==> config.mk <==
export PLATFORM = sky130hd
export DESIGN_NAME = seq_somador_dr
export DESIGN_NICKNAME = d
export VERILOG_FILES = /design/src/rtl/seq_somador_dr.sv
export SDC_FILE = /design/constraint.sdc
export NUM_CORES = 1
export LEC_CHECK = 0
export BUFFER_PORTS_ARGS = -buffer_cell sky130_fd_sc_hd__buf_2
export CAP_MARGIN = 20
export CORE_ASPECT_RATIO = 1.75
export CORE_MARGIN = 10
export CORE_UTILIZATION = 51
export CTS_CLUSTER_DIAMETER = 30
export DETAILED_ROUTE_END_ITERATION = 10
export PLACE_DENSITY = 0.76
export SYNTH_ARGS = -nofsm -noshare
export SYNTH_HDL_FRONTEND = slang
export SYNTH_SLANG_ARGS = --single-unit
export TNS_END_PERCENT = 50
==> constraint.sdc <==
create_clock -name clk -period 2.68 [get_ports clk]
set_input_delay 0.67 -clock clk [delete_from_list [all_inputs] [get_ports clk]]
set_output_delay 0.67 -clock clk [all_outputs]
set_load 0.03 [all_outputs]
==> src/rtl/seq_somador_dr.sv <==
// Sequencer for a 4-bit dual-rail ripple adder. It takes single-rail operands in, runs one
// evaluate/spacer cycle on the adder, and returns the decoded sum over a valid/ready handshake.
module seq_somador_dr #(
  parameter int unsigned TIMEOUT = 15
) (
  input  logic       clk,
  input  logic       rst,
  input  logic       in_valid,
  output logic       in_ready,
  input  logic [3:0] op_a,
  input  logic [3:0] op_b,
  input  logic       op_cin,
  output logic [7:0] dr_a,
  output logic [7:0] dr_b,
  output logic [1:0] dr_cin,
  input  logic [7:0] dr_soma,
  output logic       out_valid,
  input  logic       out_ready,
  output logic [3:0] result,
  output logic       err
);

  typedef enum logic [1:0] {S_IDLE, S_EVAL, S_NULL, S_HOLD} state_t;

  // Counter value seen on the TIMEOUT-th cycle of a phase (counter starts at 0 on entry).
  localparam logic [7:0] LAST_CNT = 8'(TIMEOUT - 1);

  state_t     state_reg, state_next;
  logic [7:0] cnt_reg, cnt_next;
  logic [7:0] dr_a_reg, dr_a_next;
  logic [7:0] dr_b_reg, dr_b_next;
  logic [1:0] dr_cin_reg, dr_cin_next;
  logic [3:0] result_reg, result_next;
  logic       err_reg, err_next;

  logic [3:0] pair_true;
  logic [3:0] pair_illegal;
  logic [3:0] pair_complete;
  logic       all_complete;
  logic       any_illegal;
  logic       soma_null;
  logic       timeout_hit;

  function automatic logic [7:0] encode4(input logic [3:0] v);
    logic [7:0] r;
    r = '0;
    for (int i = 0; i < 4; i++) begin
      r[2*i+1] = v[i];
      r[2*i]   = ~v[i];
    end
    return r;
  endfunction

  genvar gi;
  generate
    for (gi = 0; gi < 4; gi++) begin : g_pair
      assign pair_true[gi]     = dr_soma[2*gi+1];
      assign pair_illegal[gi]  = dr_soma[2*gi+1] & dr_soma[2*gi];
      assign pair_complete[gi] = dr_soma[2*gi+1] ^ dr_soma[2*gi];
    end
  endgenerate

  assign all_complete = &pair_complete;
  assign any_illegal  = |pair_illegal;
  assign soma_null    = (dr_soma == 8'h00);
  assign timeout_hit  = (cnt_reg == LAST_CNT);

  always_comb begin
    state_next  = state_reg;
    cnt_next    = cnt_reg;
    dr_a_next   = dr_a_reg;
    dr_b_next   = dr_b_reg;
    dr_cin_next = dr_cin_reg;
    result_next = result_reg;
    err_next    = err_reg;
    case (state_reg)
      S_IDLE: begin
        if (in_valid) begin
          dr_a_next   = encode4(op_a);
          dr_b_next   = encode4(op_b);
          dr_cin_next = {op_cin, ~op_cin};
          result_next = 4'h0;
          err_next    = 1'b0;
          state_next  = S_EVAL;
        end
      end
      S_EVAL: begin
        cnt_next = cnt_reg + 8'd1;
        // An illegal 11 pair wins over completion; illegal bits read back as 0.
        if (any_illegal) begin
          result_next = pair_true & ~pair_illegal;
          err_next    = 1'b1;
          state_next  = S_NULL;
        end else if (all_complete) begin
          result_next = pair_true;
          err_next    = 1'b0;
          state_next  = S_NULL;
        end else if (timeout_hit) begin
          result_next = 4'h0;
          err_next    = 1'b1;
          state_next  = S_NULL;
        end
        if (state_next == S_NULL) begin
          dr_a_next   = 8'h00;
          dr_b_next   = 8'h00;
          dr_cin_next = 2'b00;
        end
      end
      S_NULL: begin
        cnt_next = cnt_reg + 8'd1;
        if (soma_null) begin
          state_next = S_HOLD;
        end else if (timeout_hit) begin
          err_next   = 1'b1;
          state_next = S_HOLD;
        end
      end
      S_HOLD: begin
        if (out_ready) state_next = S_IDLE;
      end
      default: state_next = S_IDLE;
    endcase
    if (state_next != state_reg) cnt_next = 8'd0;
  end

  always_ff @(posedge clk) begin
    if (rst) begin
      state_reg  <= S_IDLE;
      cnt_reg    <= 8'd0;
      dr_a_reg   <= 8'h00;
      dr_b_reg   <= 8'h00;
      dr_cin_reg <= 2'b00;
      result_reg <= 4'h0;
      err_reg    <= 1'b0;
    end else begin
      state_reg  <= state_next;
      cnt_reg    <= cnt_next;
      dr_a_reg   <= dr_a_next;
      dr_b_reg   <= dr_b_next;
      dr_cin_reg <= dr_cin_next;
      result_reg <= result_next;
      err_reg    <= err_next;
    end
  end

  assign in_ready  = (state_reg == S_IDLE);
  assign out_valid = (state_reg == S_HOLD);
  assign dr_a      = dr_a_reg;
  assign dr_b      = dr_b_reg;
  assign dr_cin    = dr_cin_reg;
  assign result    = result_reg;
  assign err       = err_reg;

endmodule

Word-level counts from Yosys, hierarchy flattened:

Index checks and enable logic that the tools add are counted.

* register bits after elaboration: 33
* bits of input ports: 21
* word-level logic and storage cells: 76

* add/sub/neg operators: 1
* equal/unequal tests: 10
* mux-type cells: 28
* bitwise logic cells: 19
* reduce and logical (&&, ||, !) cells: 11

Operators with widths (count)
* one-hot mux 8 bit (2 select lines): 2
* 2-to-1 mux 8 bit: 3
* 2-to-1 mux 2 bit: 10
* 2-to-1 mux 4 bit: 4
* NOT 1 bit: 9
* AND reduction 3 bit: 3
* adder 8 x 1 -> 8 bit (second input constant): 1
* equality test 8 x 4 -> 1 bit (second input constant): 1
* zero test 8 bit: 1
* one-hot mux 2 bit (4 select lines): 1
* one-hot mux 4 bit (2 select lines): 1
* equality test 2 bit (second input constant): 3
* != test 2 bit (second input constant): 3
* 2-to-1 mux 1 bit: 5
* bitwise AND 1 bit: 4
* bitwise AND 4 bit: 1
* != test 4 bit (second input constant): 1
* NOT 4 bit: 1
* one-hot mux 2 bit (2 select lines): 1
* AND reduction 4 bit: 1
* OR reduction 2 bit: 2
* OR reduction 4 bit: 1
* XOR 1 bit: 4
* one-hot mux 1 bit (3 select lines): 1
* other kinds (5): 5

Longest topological paths before layout:

* depth after elaboration: 8
* gate-level depth with buffers: 9
* gate-level depth less buffers: 6

Least setup slack after synthesis:

No wires, ideal clock.

* path kind: input to register
* from: input port dr_soma[0]
* to: register state_reg[0]
* setup time: 0.096 ns
* arrival time: 2.278 ns
* setup slack: 0.306 ns
* stages: 6
* path through: ha_1 > or4_4 > a2111oi_4 > buf_6 > nor3_1 > o41ai_2

* longest elaborated chain between the ends: 6
* elaborated cells on any way between the ends: 10

Ends and longest elaborated chain
* from (decl): RTL line 16 `input logic [7:0] dr_soma,`
* XOR 1 bit: RTL line 59 `assign pair_complete[gi] = dr_soma[2*gi+1] ^ dr_soma[2*gi];`
* AND reduction 4 bit: RTL line 63 `assign all_complete = &pair_complete;`
* 2-to-1 mux 2 bit: RTL line 94 `end else if (all_complete) begin`
* 2-to-1 mux 2 bit: RTL line 90 `if (any_illegal) begin`
* 2-to-1 mux 2 bit: RTL line 76 `case (state_reg)`
* one-hot mux 2 bit (4 select lines) *: RTL line 76
* to (signal assigned): RTL line 136 `state_reg <= state_next;`
* to (decl): RTL line 28 `state_t state_reg, state_next;`

Every way passes the cells marked *; elsewhere a longest branch is shown, timed or not. The select of a mux whose other input is x is not followed.
A chain may end at the register's enable or synchronous reset.

Final worst setup path:

* from: input port dr_soma[0]
* to: register dr_a_reg[3] (netlist: dr_a[3])

* longest elaborated chain between the ends: 8
* elaborated cells on any way between the ends: 10

Ends and longest elaborated chain
* XOR 1 bit: RTL line 59
* AND reduction 4 bit: RTL line 63
* 2-to-1 mux 2 bit: RTL line 94
* 2-to-1 mux 2 bit *: RTL line 90
* 2-to-1 mux 2 bit *: RTL line 76
* equality test 2 bit *: RTL line 103 `if (state_next == S_NULL) begin`
* != test 2 bit (no line) *
* AND reduction 3 bit (no line) *
* to (signal assigned): RTL line 138 `dr_a_reg <= dr_a_next;`
* to (decl): RTL line 30 `logic [7:0] dr_a_reg, dr_a_next;`

Marked as above.

==> run summary <==
The flow ran to the end, and the final reports show no timing, DRC or antenna violations. Once the floorplan was initialized, standard cells occupied 52.1% of the core. The worst setup path is of the in -> reg kind. After the last flow step, the layout net total stands at 300. The number of sinks driven by the clock tree is 33. On the critical path, the stage with the largest delay is an instance of or4_4. The pre-antenna-repair detailed-routing pass consisted of 5 iterations. Setup repair after global routing left no endpoint under its margin. After detailed routing, the average wire length per cell comes to 16.2 um.

The cell sitting at the root of the clock tree is a clkbuf_8. The synthesized area divided by synthesized cell count was 9.27 um2; the share of the synthesized area in the top cell type was 33.1%. The fraction of the core area covered by cells at the end of the flow is 61.1%, and the cts-stage hold buffer count is 0.

The overall die height was 103 um. The area overhead of the layout relative to synthesis is 17.5%. The total routed wirelength was 5010 um; the proportion of layout cells with a drive suffix above 1 was 27.1%. After detailed routing, the met2 layer carries 2650 um of wire. The post-placement worst setup slack is 52.4 ps. The port buffer count is 45.

The library cell used most frequently in the layout, excluding fill and tap cells, is buf_2. Once placement finished, the instance area stood at 2220 um2. For the maximum clock skew at final layout, the log shows 3.35 ps. Counting flops with a built-in enable in the synthesized netlist gives 0. The required time at the endpoint of the critical path was 2890 ps. The logs give 74 for the first-iteration detailed-routing DRC count and 0 for the count of synthesis-stage warnings from yosys. For the maximum number of pins on one net before global-route repair, the log shows 31. Class of the worst hold path: reg -> reg. The tools report the count of buffers added by post-CTS timing repair for setup as 0. The analysis attributes to cell leakage a power of 0.000993 uW.

The total power density per cell area was 858 nW/um2. The run gives 59.0% as the worst-case headroom to the max-slew limit. The logs give 5 for the number of buffers created by CTS and 0 for the final number of hold-violating endpoints. The type of destination of the critical path was a flip-flop. The mapped netlist covers 1990 um2. TritonCTS built the clock tree. The signal on the critical path passes through buf_2 > ha_1 > or4_4 > a2111oi_4 > buf_4 > nand3_1 > a21oi_1. The accumulated negative setup slack was 0 ps; the longest individual stage delay on the worst path was 560 ps. The congestion estimate from routability-driven global placement came to 0.821. In the synthesized netlist the dominant register cell turns out to be dfxtp_1. Clock-pin slew was measured on the worst setup and hold paths at 70 ps. Post-CTS repair changed the size of 0 cells. The max-cap check violation count is 0. For this run, asynchronously set or reset flops after synthesis account for 0%.

The tools report the number of inserted diodes as 0. In this run the standard cell core region covers 3830 um2. Via count of the first global-routing pass: 1867. Synthesis produced a netlist whose cell count is 215. The total overflow left after global routing is 0. For the worst-skew pair, the clock arrives at the later sink with an insertion delay of 280 ps.

Global routing consumed, over all layers together, 15.1% of the routing resources. After floorplanning, the core was divided into 30 placement rows. Counting I/O delays and the setup requirement, the final critical path takes 2360 ps.

Counting distinct cell types in the post-synthesis netlist gives 42. For the pin with the worst max-slew slack, the measured transition is 613 ps. The category of the worst setup path launch point is a primary input. The global-route wire length before repair was 8380 um; the buffer depth of the longest clock path was 2.

The tools report the final count of pins violating max slew as 0. Setup violations remaining at the end of the flow were counted as 0. In the final routing, the length of wire on met1 measures 1900 um. The floorplan step defined a die boundary enclosing 6910 um2. Total power for the finished layout comes to 2010 uW. After synthesis, flip-flops and latches occupy 33.1% of the total area. Based on the critical path, the design can be clocked at up to 424 MHz. Routed signal wires occupy layers up through met4. The maximum fanout count along the critical path came out at 26.

The run gives 2340 um2 as the final instance area. The estimated wirelength of the detail-placed design was 3770 um; the horizontal extent of the die was 67.3 um. dfxtp_1 takes more of the synthesized area than any other cell. The run gives 1816 as the total via count after detailed routing. Data arrives at the worst endpoint at 2570 ps. After detailed routing, the number of remaining DRC violations is 0. After layout, the worst path uses 87.9% of the clock period. The sum of met3 wire segment lengths after detailed routing is 332 um. Yosys attributes the largest share of cell area to dfxtp_1, ha_1, a21oi_1. The remaining antenna violation count after routing came out at 0. VDD sags by at most 0.000611 V. Pin placement for this block handled 46 I/O pins.

Dividing the detail-routed via count by the number of cells gives 5.86. The initial antenna violation count was 0. H-tree depth: 2. In this design, the largest share of critical-path delay is due to simple AND/OR/NAND/NOR gates. The worst path meets setup with 323 ps of slack. The synthesis-stage register bit count is 33, and the net count after synthesis is 254. Leaving out fill and tap cells, the most frequent cells in the layout are buf_2, dfxtp_1, a21oi_1, nand3_1, ha_1. Counting both buffers and inverters, the worst setup path holds a total of 2.
cells by family after synthesis:
logic type	count (synthesis)	synth area share (%)
DFF	33	33.1
muxes	1	0.502
buffers and inverters	26	7.97
AOI/OAI and AO/OA	65	25.2
xor gates and xnor gates	7	3.08
and+or+nand+nor	65	18.8
adders and majority gates	18	11.3
per-stage QoR:
step | hold slack, ps | cells
6_report | 480 | 310
5_1_grt | 513 | 310
4_1_cts | 482 | 310
3_5_place_dp | 472 | 302
3_3_place_gp | 461 | 302
2_1_floorplan | 539 | 215
per-layer routing:
layer  track usage, %  vias to the layer above
met5                0                        -
met4             7.46                        0
met3             5.55                       10
met2             25.8                       49
met1             15.6                      854
li1                 -                      903
where the power goes:
part	switching, uW	internal, uW
Sequential	65.6	569
Combinational	577	315
Clock	179	303
Total	821	1190
synth_stat cells (all sizes together) (5+ instances only):
library cell and number:
nand4 6, nand2 7, dfxtp 33, clkbuf 5, inv 13, a2bb2oi 9, o41ai 5, nor2 6
nor3 5, buf 7, ha 18, a21oi 24, o211ai 5, nor4 9, nand3 21, a22oi 9
tightest hold or removal path, cell delays in order, from the launching register on:
cell and delay, ps:
dfxtp_1 320, nand3_1 60, a21oi_1 50
cell type report:
type	count	area [um2]
Clock inverter	1	30.0
Timing Repair Buffer	52	278
Clock buffer	7	86.3
Fill cell	357	1490
Tap cell	48	60.1
Inverter	13	48.8
Multi-Input combinational cell	156	1180
Sequential cell	33	661
path summary, 6_finish.rpt:
| kind | start | endpoint | slack [ps] | cells after the start |
|---|---|---|---|---|
| max reg2reg | cnt_reg[0] | dr_a[3] | 600 | 7 |
| min | dr_a[2] | dr_a[2] | 480 | 2 |
| min reg2reg | dr_a[2] | dr_a[2] | 480 | 2 |
| max | dr_soma[0] | dr_a[3] | 320 | 7 |
(Power assumes the default switching activity.)
